<file path="src/rtl/asp_dfh_csr_pkg.sv">
// Shared definitions for the DFH CSR responder: register map and DFH layout.
package asp_dfh_csr_pkg;

    // Register word offsets within the low 8-word window.
    localparam logic [2:0] DFH_ADDR      = 3'd0;
    localparam logic [2:0] GUID_L_ADDR   = 3'd1;
    localparam logic [2:0] GUID_H_ADDR   = 3'd2;
    localparam logic [2:0] SCRATCH_ADDR  = 3'd3;
    localparam logic [2:0] RD_COUNT_ADDR = 3'd4;
    localparam logic [2:0] WR_COUNT_ADDR = 3'd5;
    localparam logic [2:0] CTRL_ADDR     = 3'd6;
    // Selector used for any address outside the register window.
    localparam logic [2:0] UNMAPPED_SEL  = 3'd7;

    typedef struct packed {
        logic [3:0]  feature_type;
        logic [18:0] rsvd;
        logic        eol;
        logic [23:0] next_dfh_offset;
        logic [3:0]  feature_rev;
        logic [11:0] feature_id;
    } t_dfh;

    function automatic t_dfh build_dfh(
        input logic [3:0]  ftype,
        input logic [3:0]  frev,
        input logic [11:0] fid,
        input logic [23:0] next_off,
        input logic        eol
    );
        t_dfh d;
        d.feature_type    = ftype;
        d.rsvd            = '0;
        d.eol             = eol;
        d.next_dfh_offset = next_off;
        d.feature_rev     = frev;
        d.feature_id      = fid;
        return d;
    endfunction

endpackage

</file>
<file path="src/rtl/asp_mmio_dfh_csr_rsp.sv">
// Avalon-MM MMIO responder: DFH, GUID, scratch and activity counters with a
// fixed two-cycle read latency. Terminates host MMIO on links without kernel CSRs.
module asp_mmio_dfh_csr_rsp
    import asp_dfh_csr_pkg::*;
#(
    parameter int unsigned ADDR_WIDTH      = 16,
    parameter int unsigned DATA_WIDTH      = 64,
    parameter logic [3:0]  FEATURE_TYPE    = 4'h1,
    parameter logic [3:0]  FEATURE_REV     = 4'h0,
    parameter logic [11:0] FEATURE_ID      = 12'h0,
    parameter logic [23:0] NEXT_DFH_OFFSET = 24'h0,
    parameter logic        END_OF_LIST     = 1'b1,
    parameter logic [63:0] GUID_L          = 64'h0,
    parameter logic [63:0] GUID_H          = 64'h0
) (
    input  logic                  pClk,
    input  logic                  pClk_reset,
    input  logic [ADDR_WIDTH-1:0] address,
    input  logic                  read,
    input  logic                  write,
    input  logic [63:0]           writedata,
    input  logic [7:0]            byteenable,
    output logic                  waitrequest,
    output logic [63:0]           readdata,
    output logic                  readdatavalid
);

    if (DATA_WIDTH != 64) begin : g_bad_data_width
        $fatal(1, "asp_mmio_dfh_csr_rsp: DATA_WIDTH must be 64");
    end
    if (ADDR_WIDTH < 4) begin : g_bad_addr_width
        $fatal(1, "asp_mmio_dfh_csr_rsp: ADDR_WIDTH must be at least 4");
    end

    typedef enum logic [0:0] {StInit, StRun} state_e;

    localparam t_dfh DfhValue = build_dfh(FEATURE_TYPE, FEATURE_REV, FEATURE_ID,
                                          NEXT_DFH_OFFSET, END_OF_LIST);

    state_e      state_q, state_d;
    logic [63:0] scratch_q, scratch_d;
    logic [31:0] rd_cnt_q, rd_cnt_d;
    logic [31:0] wr_cnt_q, wr_cnt_d;
    logic        s1_valid_q, s1_valid_d;
    logic [2:0]  s1_sel_q, s1_sel_d;
    logic [63:0] readdata_q, readdata_d;
    logic        readdatavalid_q, readdatavalid_d;

    logic        hit;
    logic [2:0]  sel;
    logic        wr_acc;
    logic        rd_acc;
    logic        ctrl_clear;
    logic [63:0] rd_mux;

    assign waitrequest   = (state_q == StInit);
    assign readdata      = readdata_q;
    assign readdatavalid = readdatavalid_q;

    // FSM next state: leave INIT on the first cycle out of reset.
    always_comb begin
        state_d = state_q;
        unique case (state_q)
            StInit:  state_d = StRun;
            StRun:   state_d = StRun;
            default: state_d = StInit;
        endcase
    end

    // Acceptance and address decode; a simultaneous read+write is handled as a write.
    always_comb begin
        hit        = (address[ADDR_WIDTH-1:3] == '0);
        sel        = hit ? address[2:0] : UNMAPPED_SEL;
        wr_acc     = write & ~waitrequest;
        rd_acc     = read & ~write & ~waitrequest;
        ctrl_clear = wr_acc & (sel == CTRL_ADDR) & writedata[0];
    end

    // Scratch, counters and stage-1 capture.
    always_comb begin
        scratch_d = scratch_q;
        if (wr_acc && (sel == SCRATCH_ADDR)) begin
            for (int i = 0; i < 8; i++) begin
                if (byteenable[i]) begin
                    scratch_d[8*i +: 8] = writedata[8*i +: 8];
                end
            end
        end
        rd_cnt_d = rd_cnt_q + 32'(rd_acc);
        wr_cnt_d = wr_cnt_q + 32'(wr_acc);
        // The clear overrides the increment of the CTRL write itself.
        if (ctrl_clear) begin
            rd_cnt_d = '0;
            wr_cnt_d = '0;
        end
        s1_valid_d = rd_acc;
        s1_sel_d   = rd_acc ? sel : s1_sel_q;
    end

    // Stage 2: sample register contents the cycle after acceptance.
    always_comb begin
        rd_mux = '0;
        case (s1_sel_q)
            DFH_ADDR:      rd_mux = DfhValue;
            GUID_L_ADDR:   rd_mux = GUID_L;
            GUID_H_ADDR:   rd_mux = GUID_H;
            SCRATCH_ADDR:  rd_mux = scratch_q;
            RD_COUNT_ADDR: rd_mux = {32'h0, rd_cnt_q};
            WR_COUNT_ADDR: rd_mux = {32'h0, wr_cnt_q};
            default:       rd_mux = '0;
        endcase
        readdatavalid_d = s1_valid_q;
        readdata_d      = s1_valid_q ? rd_mux : readdata_q;
    end

    // State registers with synchronous reset; in-flight reads are discarded.
    always_ff @(posedge pClk) begin
        if (pClk_reset) begin
            state_q         <= StInit;
            scratch_q       <= '0;
            rd_cnt_q        <= '0;
            wr_cnt_q        <= '0;
            s1_valid_q      <= 1'b0;
            s1_sel_q        <= '0;
            readdata_q      <= '0;
            readdatavalid_q <= 1'b0;
        end else begin
            state_q         <= state_d;
            scratch_q       <= scratch_d;
            rd_cnt_q        <= rd_cnt_d;
            wr_cnt_q        <= wr_cnt_d;
            s1_valid_q      <= s1_valid_d;
            s1_sel_q        <= s1_sel_d;
            readdata_q      <= readdata_d;
            readdatavalid_q <= readdatavalid_d;
        end
    end

    // Host must never present read and write in the same cycle.
    a_no_rd_wr: assert property (@(posedge pClk) disable iff (pClk_reset) !(read && write))
        else $error("asp_mmio_dfh_csr_rsp: read and write asserted together");

endmodule

</file>
<file path="config.mk">
export PLATFORM = sky130hd
export DESIGN_NAME = asp_mmio_dfh_csr_rsp
export DESIGN_NICKNAME = d
export VERILOG_FILES = /design/src/rtl/asp_dfh_csr_pkg.sv /design/src/rtl/asp_mmio_dfh_csr_rsp.sv
export SDC_FILE = /design/constraint.sdc
export NUM_CORES = 1
export LEC_CHECK = 0
export ABC_CLOCK_PERIOD_IN_PS = 3500
export CORE_MARGIN = 10
export CORE_UTILIZATION = 53
export CTS_CLUSTER_SIZE = 16
export DETAILED_ROUTE_END_ITERATION = 8
export PLACE_DENSITY_LB_ADDON = 0.08
export SLEW_MARGIN = 5
export SYNTH_ARGS = -nofsm -noshare
export SYNTH_HDL_FRONTEND = slang
export SYNTH_SLANG_ARGS = --single-unit
</file>
<file path="constraint.sdc">
create_clock -name pClk -period 3.5 [get_ports pClk]
set_input_delay 0.7 -clock pClk [delete_from_list [all_inputs] [get_ports pClk]]
set_output_delay 0.7 -clock pClk [all_outputs]
set_load 0.01 [all_outputs]
</file>
# Word-level counts from Yosys, hierarchy flattened
# Index checks and enable logic that the tools add are counted.
# op_classes
n_addsub	2
eq_ne	5
n_mux	3
bitwise	7
n_reduce_logical	12
# ops
op	n
$pmux W64 S4	1
$add A32 B1 Y32	2
$reduce_and A2 Y1	8
$logic_not A13 Y1	1
$eq A3 B3 Y1 const B	3
$eq A3 B2 Y1 const B	2
$and A1 B1 Y1	5
$logic_not A3 Y1	1
$mux W3	1
$not A1 Y1	2
$reduce_or A2 Y1	1
$logic_and A1 B1 Y1	1
$mux W1	1
# totals
regBits	198
inputBits	92
output_inout_bits	66
word_cells	44

# Depth between registers and ports, before layout
# Gate-level depths: netlist of the first run.
# depth
word_depth	6
mapped_depth	10
ltp_nobuf	8

# Worst setup path after synthesis of the first run
# No wires, ideal clock.
# synth_timing
kind	input to register
startpoint	input read
endpoint	register rd_cnt_q[28]
setup_time_ns	0.070
arrival_time_ns	2.638
required_time_ns	3.430
path_slack_ns	0.792
stages	10
path_cell_list	nand2_1 -> nor2_1 -> ha_1 -> ha_1 -> and2_1 -> clkbuf_1 -> nand3_1 -> clkbuf_1 -> or4_1 -> a21oi_1
# synth_between
elab_chain_cells	3
# synth_lines
item	line_no	text
start, declared	asp_mmio_dfh_csr_rsp.sv:19	input logic read,
$and A1 B1 Y1 (2 in series)	asp_mmio_dfh_csr_rsp.sv:75	rd_acc = read & ~write & ~waitrequest;
via rd_acc	asp_mmio_dfh_csr_rsp.sv:52	logic rd_acc;
$add A32 B1 Y32	asp_mmio_dfh_csr_rsp.sv:89	rd_cnt_d = rd_cnt_q + 32'(rd_acc);
end signal, assigned	asp_mmio_dfh_csr_rsp.sv:130	rd_cnt_q <= rd_cnt_d;
end, declared	asp_mmio_dfh_csr_rsp.sv:42	logic [31:0] rd_cnt_q, rd_cnt_d;
# The timed path passes the listed nets, and every way through them passes these cells.
# A chain may end at the register's enable or synchronous reset.

# Worst setup path after layout of the first run
# layout_timing
startpoint	input write
endpoint	register wr_cnt_q[26]
# layout_between
elab_chain_cells	4
word_cells_on_any_way	5
classes_between	add/sub (1); bitwise (3); reduce/logical (1)
# layout_lines
item	line_no	text
start, declared	asp_mmio_dfh_csr_rsp.sv:20	input logic write,
$and A1 B1 Y1 (*)	asp_mmio_dfh_csr_rsp.sv:74	wr_acc = write & ~waitrequest;
branches (longest 3 deep; another with $add A32 B1 Y32)	--	
end signal, assigned	asp_mmio_dfh_csr_rsp.sv:131	wr_cnt_q <= wr_cnt_d;
end, declared	asp_mmio_dfh_csr_rsp.sv:43	logic [31:0] wr_cnt_q, wr_cnt_d;
# Every way passes the cells marked *.

==> results of run 1 <==
==> path summary, 6_finish.rpt <==
kind                         to  slack [ns]  cells past startpoint           from
setup / recovery   wr_cnt_q[26]        0.57                      8          write
hold / removal    scratch_q[11]        0.47                      2  scratch_q[11]
setup reg to reg   wr_cnt_q[26]        0.94                      7        state_q
hold reg to reg   scratch_q[11]        0.47                      2  scratch_q[11]
==> state kept, by name (all words and copies together) (netlist names) <==
signal / flops
s1_sel_q: 3
state_q: 1
readdatavalid: 1
readdata: 64
rd_cnt_q: 32
scratch_q: 64
wr_cnt_q: 32
readdatavalid_d: 1
==> stage by stage <==
step | power, mW | instances | util (%) | setup WS, ns | hold WS [ns]
after floorplan | 2.438 | 1062 | - | 0.7920 | 0.4442
after global placement | 2.586 | 1361 | 62.96 | 0.2153 | 0.4522
after detailed placement | 2.585 | 1361 | 62.96 | 0.1479 | 0.4585
after CTS | 4.524 | 1393 | 66.37 | 0.5683 | 0.4689
after global routing | 4.646 | 1397 | 66.43 | 0.4049 | 0.4839
final | 4.505 | 1397 | 66.43 | 0.5697 | 0.4684
==> kinds of logic (layout without fill, tap and decap cells) <==
| kind of cell | after synthesis | count (layout) | share of synthesized area (%) |
|---|---|---|---|
| buf+inv | 115 | 221 | 5.384 |
| mux | 32 | 32 | 3.489 |
| simple gates | 388 | 388 | 24.49 |
| xor+xnor | 26 | 26 | 2.481 |
| fa+ha+maj | 4 | 4 | 0.5452 |
| other cells | 0 | 4 | 0 |
| flops | 198 | 198 | 43.18 |
| compound gates | 299 | 299 | 20.43 |
==> Yosys cell counts, types with 3 or more instances <==
cell and number:
nand2_1 16, mux2i_1 32, xnor2_1 15, or4_1 24, xor2_1 11, nor2_1 42
ha_1 4, a21oi_1 162, nor4_1 6, and3_1 14, clkbuf_1 80, a211oi_1 3
buf_1 9, nor3_1 3, nor2b_1 6, or3_1 12, buf_2 8, nand2b_1 64
and4_1 8, o31ai_1 88, nand4_1 90, buf_6 6, o21ai_0 11, dfxtp_1 198
nand3_1 94, inv_1 10, o2bb2ai_1 32
==> power by group <==
part	internal, mW	leakage, nW	switching (mW)
clock network	1.01	0.285	0.956
registers	2.26	1.60	0.0144
logic	0.129	1.50	0.136
total	3.40	3.38	1.11
==> layer usage <==
metal / up-vias / part of all wire [%] / track usage (%)
met1: 4047 / 44 / 30.77
met5: - / 0 / 0
met4: 0 / 1.6 / 6.339
met3: 26 / 6.8 / 5.910
li1: 4159 / - / -
met2: 274 / 47 / 36.52
==> final cells by class <==
class	instances	share of cell area, %
tap	225	2.476
inverter	10	0.3301
antenna	4	0.08803
clock buffer	17	3.741
sequential	198	34.90
clock inverter	15	1.397
timing repair buffer	179	15.36
multi-input combinational	749	41.70
==> worst max-delay path, stage by stage <==
cell             delay, ns
clkdlybuf4s50_1       0.51
and2_1                0.18
ha_1                  0.22
ha_1                  0.22
nand3_1               0.12
or3_1                 0.61
or4_1                 0.59
a21oi_1               0.15
==> reports/metrics.csv, run 1 <==
metric,value,unit
status,"finished, final reports clean",
DR WL/cell,19.27,um
type of the worst setup path,in -> reg,
fmax,0.3413,GHz
pwr/cell area,396.2,nW/um^2
drt total wl,26.92,mm
min Tclk post-route,2.930,ns
RSZ-0062 raised after global routing,false,
# rows,48,
CTS Buf Count,17,
Netlist cell types,39,
Max transition margin,26.50,%
Post-CTS Setup Bufs,0,
worst vdd ir,377.9,uV
initial cell density of the core,53.63,%
Post-Syn Nets,1158,
Syn Area/Cell,8.644,sq um
"antenna viol nets, final",0,
register area,3969,sq um
Hold WC Path Type,reg -> reg,
CTS HTree Levels,4,
Yosys warnings,0,
layout net count,1251,
Synth Cell Area,9180,sq um
area grow syn2layout,23.87,%
sequential-to-total area share from yosys stat,43.18,%
area of the core,17120,sq um
count of final setup violators,0,
nature of the critical path startpoint,input pin,
max-capacitance violation count,0,
"Clk pin slew, worst setup/hold paths",0.07,ns
most frequent cells in the layout,"dfxtp_1, a21oi_1, clkdlybuf4s50_1",
drt first pass iters,5,
die footprint,22990,sq um
RePlAce Congestion,0.8322,
Die H,151.6,um
"Clk Latency, worst-skew pair",0.44,ns
initial antenna violation count,3,
"Async S/R FF share, synth",0,%
CTS tree,yes,
CTS Buffer Depth,2,
Clock Skews,0.007759,ns
largest area contributor in the netlist,dfxtp_1,
Multi-input gate area,4742,sq um
wire length of the first global-routing pass,43.09,mm
fin area,11370,sq um
# IOs,158,
first-iteration detailed-routing DRC count,624,
hold buffers post-CTS,0,
Final Hold Viols,0,
crit path DAT,3.30,ns
Synth Instances,1062,
largest net degree at the start of global routing,129,
Crit. End Element,register,
port bufs,157,
top-area cell type share of the netlist area,43.18,%
Die W,151.6,um
share of post-route cells with drive strength above 1,5.993,%
root buffer cell,clkbuf_16,
crit share post-route,83.72,%
top_reg_cell synth,dfxtp_1,
vias in the first global route,7939,
Fillers,1475,
"commonest non-fill, non-tap cell in the layout",dfxtp_1,
Yosys reg bits,198,
leakage power,3.382,nW
TNS Setup,0,ns
Post-DP HPWL,18.16,mm
synth top area cells,"dfxtp_1, a21oi_1, o31ai_1",
CP Max Fanout,16,
Post-synth EDFFs,0,
GRT overflow,0,
drt via density,6.089,
Placed Area,10780,sq um
Post-CTS Resized,0,
routed via count,8506,
GRT Util Overall,23.14,%
clk sinks,198,
DRC errors left,0,
Slew @ Worst Pin,1.103,ns
Max Slew Vio Count,0,
CP required,3.87,ns
Note: power is estimated with default switching activity, not from simulation.
==> inputs of run 2 (changes only) <==
Settings changed: ABC_CLOCK_PERIOD_IN_PS 3500 to 2600, CORE_UTILIZATION 53 to 48.
Clock period 3.5 ns to 2.6 ns, I/O delays scaled along.
==> run 2 against run 1 <==
- via count increased by 1.2%
- critical endpoint is now rd_cnt_q[18]
- sequential power increased by 34%
- largest cell class unchanged
- die area increased by 9.0%
- final cell count increased by 2.0%
==> reports/metrics.csv, run 2 (synthesized netlist as in run 1, its figures left out) <==
metric,value,unit,change
area grow syn2layout,26.78,%,was 23.87%
initial antenna violation count,1,,was 3
vias in the first global route,8159,,was 7939
layout net count,1274,,was 1251
Comb pwr share,6.5,%,was 5.9%
fmax,0.4209,GHz,
count of final setup violators,0,,unchanged
CTS tree,yes,,unchanged
routed via count,8610,,was 8506
DR WL/cell,19.36,um,was 19.27 um
crit share post-route,91.37,%,
Max transition margin,52.73,%,was 26.50%
post-route setup slack,0.2243,ns,was 0.5697 ns
pwr/cell area,510.2,nW/um^2,was 396.2 nW/um^2
CP Max Fanout,10,,was 16
largest net degree at the start of global routing,134,,was 129
# IOs,158,,unchanged
"Clk Latency, worst-skew pair",0.44,ns,about the same
Psw,1.461,mW,was 1.106 mW
wire length of the first global-routing pass,43.93,mm,was 43.09 mm
Tot Pwr,5.938,mW,was 4.505 mW
CTS Buf Count,17,,unchanged
"antenna viol nets, final",0,,unchanged
status,"finished, final reports clean",,unchanged
# rows,50,,was 48
Slew @ Worst Pin,0.7090,ns,was 1.103 ns
leakage power,3.505,nW,was 3.382 nW
crit path DAT,2.74,ns,was 3.30 ns
"commonest non-fill, non-tap cell in the layout",dfxtp_1,,unchanged
Hold WC Path Type,in -> reg,,was reg -> reg
drt first pass iters,5,,unchanged
CTS Buffer Depth,2,,unchanged
Clock Skews,0.009764,ns,was 0.007759 ns
Max Slew Vio Count,0,,unchanged
Die H,158.3,um,was 151.6 um
DRC errors left,0,,unchanged
TNS Setup,0,ns,unchanged
Die W,158.3,um,was 151.6 um
most frequent cells in the layout,"dfxtp_1, a21oi_1, clkdlybuf4s50_1",,unchanged
min Tclk post-route,2.376,ns,
Final Hold Viols,0,,unchanged
initial cell density of the core,48.91,%,was 53.63%
CTS HTree Levels,4,,unchanged
port bufs,157,,unchanged
root buffer cell,clkbuf_16,,unchanged
sw frac,24.60,%,was 24.56%
RSZ-0062 raised after global routing,false,,unchanged
drt total wl,27.60,mm,was 26.92 mm
Pint,4.477,mW,was 3.399 mW
die footprint,25060,sq um,was 22990 sq um
CP required,2.96,ns,was 3.87 ns
Seq pwr share,51.4,%,was 50.4%
GRT overflow,0,,unchanged
type of the worst setup path,in -> reg,,unchanged
hold buffers post-CTS,0,,unchanged
max-capacitance violation count,0,,unchanged
area of the core,18770,sq um,was 17120 sq um
pre-CTS WS,-0.4579,ns,was 0.1479 ns
first-iteration detailed-routing DRC count,795,,was 624
clk sinks,198,,unchanged
worst vdd ir,490.1,uV,was 377.9 uV
nature of the critical path startpoint,input pin,,unchanged
GRT Util Overall,21.67,%,was 23.14%
drt via density,6.042,,was 6.089
Crit. End Element,register,,unchanged
Clock Power Share,42.1,%,was 43.7%
"Clk pin slew, worst setup/hold paths",0.08,ns,was 0.07 ns
share of post-route cells with drive strength above 1,8.151,%,was 5.993%
Post-DP HPWL,18.73,mm,was 18.16 mm
RePlAce Congestion,0.8330,,was 0.8322
[run 2: repair_timing]
action / 4_1_cts / 5_1_grt
resized for setup: 2 / 5
setup buffers: 0 / 1
endpoints found under the setup margin: 3 / 11
[run 2: final cells by class]
| class | count | area (sq um) |
|---|---|---|
| Sequential cell | 198 | 3969 |
| Clock buffer | 17 | 425.4 |
| Antenna cell | 1 | 2.502 |
| Timing Repair Buffer | 202 | 2038 |
| Fill cell | 1705 | 7129 |
| Inverter | 10 | 37.54 |
| Clock inverter | 14 | 117.6 |
| Multi-Input combinational cell | 749 | 4756 |
| Tap cell | 234 | 292.8 |
[run 2: worst max-delay path, stage by stage]
cell             delay [ns]
clkdlybuf4s50_1        0.45
nand2_1                0.08
nor2_2                 0.13
ha_1                   0.20
ha_1                   0.18
and2_1                 0.16
nand3_1                0.28
or4_1                  0.59
a21oi_1                0.15
[run 2: routing by layer]
layer	track usage [%]	up-vias	wire length [um]
met5	0	-	0
met3	4.479	23	1707
met2	35.60	259	13220
met4	5.823	0	411
met1	28.27	4100	12260
li1	-	4228	-
[run 2: power groups by stage]
stage | clock [mW] | sequential, mW | combinational (mW)
final | 2.50 | 3.05 | 0.387
after global routing | 2.67 | 3.05 | 0.411
after detailed placement | 0 | 3.12 | 0.382
after floorplan | 0 | 3.11 | 0.169
after global placement | 0 | 3.12 | 0.382
after CTS | 2.54 | 3.05 | 0.385
[run 2: final timing paths]
path	from	depth (start not counted)	slack, ns	endpoint
max reg2reg	state_q	9	0.26	wr_cnt_q[20]
max	read	9	0.22	rd_cnt_q[18]
min reg2reg	scratch_q[38]	2	0.47	scratch_q[38]
min	pClk_reset	2	0.33	state_q
[run 2: stage by stage]
stage,area [sq um],std cells,hold WS [ns],util [%]
after global placement,11070,1392,0.4521,58.96
after floorplan,9180,1062,0.4442,-
final,11640,1425,0.3345,62.01
after global routing,11640,1425,0.3327,62.01
after detailed placement,11070,1392,0.4580,58.96
after CTS,11610,1423,0.3210,61.88
==> inputs of run 3 (changes only) <==
--- a/config.mk
+++ b/config.mk
@@ -10,3 +10,3 @@
 export CORE_UTILIZATION = 48
-export CTS_CLUSTER_SIZE = 16
+export CTS_CLUSTER_SIZE = 30
 export DETAILED_ROUTE_END_ITERATION = 8
--- a/constraint.sdc
+++ b/constraint.sdc
@@ -3,2 +3,2 @@
 set_output_delay 0.52 -clock pClk [all_outputs]
-set_load 0.01 [all_outputs]
+set_load 0.005 [all_outputs]
==> results of run 3 <==
Same layout as run 2 (identical final DEF). Status: finished, final reports clean.
Among the figures that moved: total power 5.938 mW -> 5.937 mW
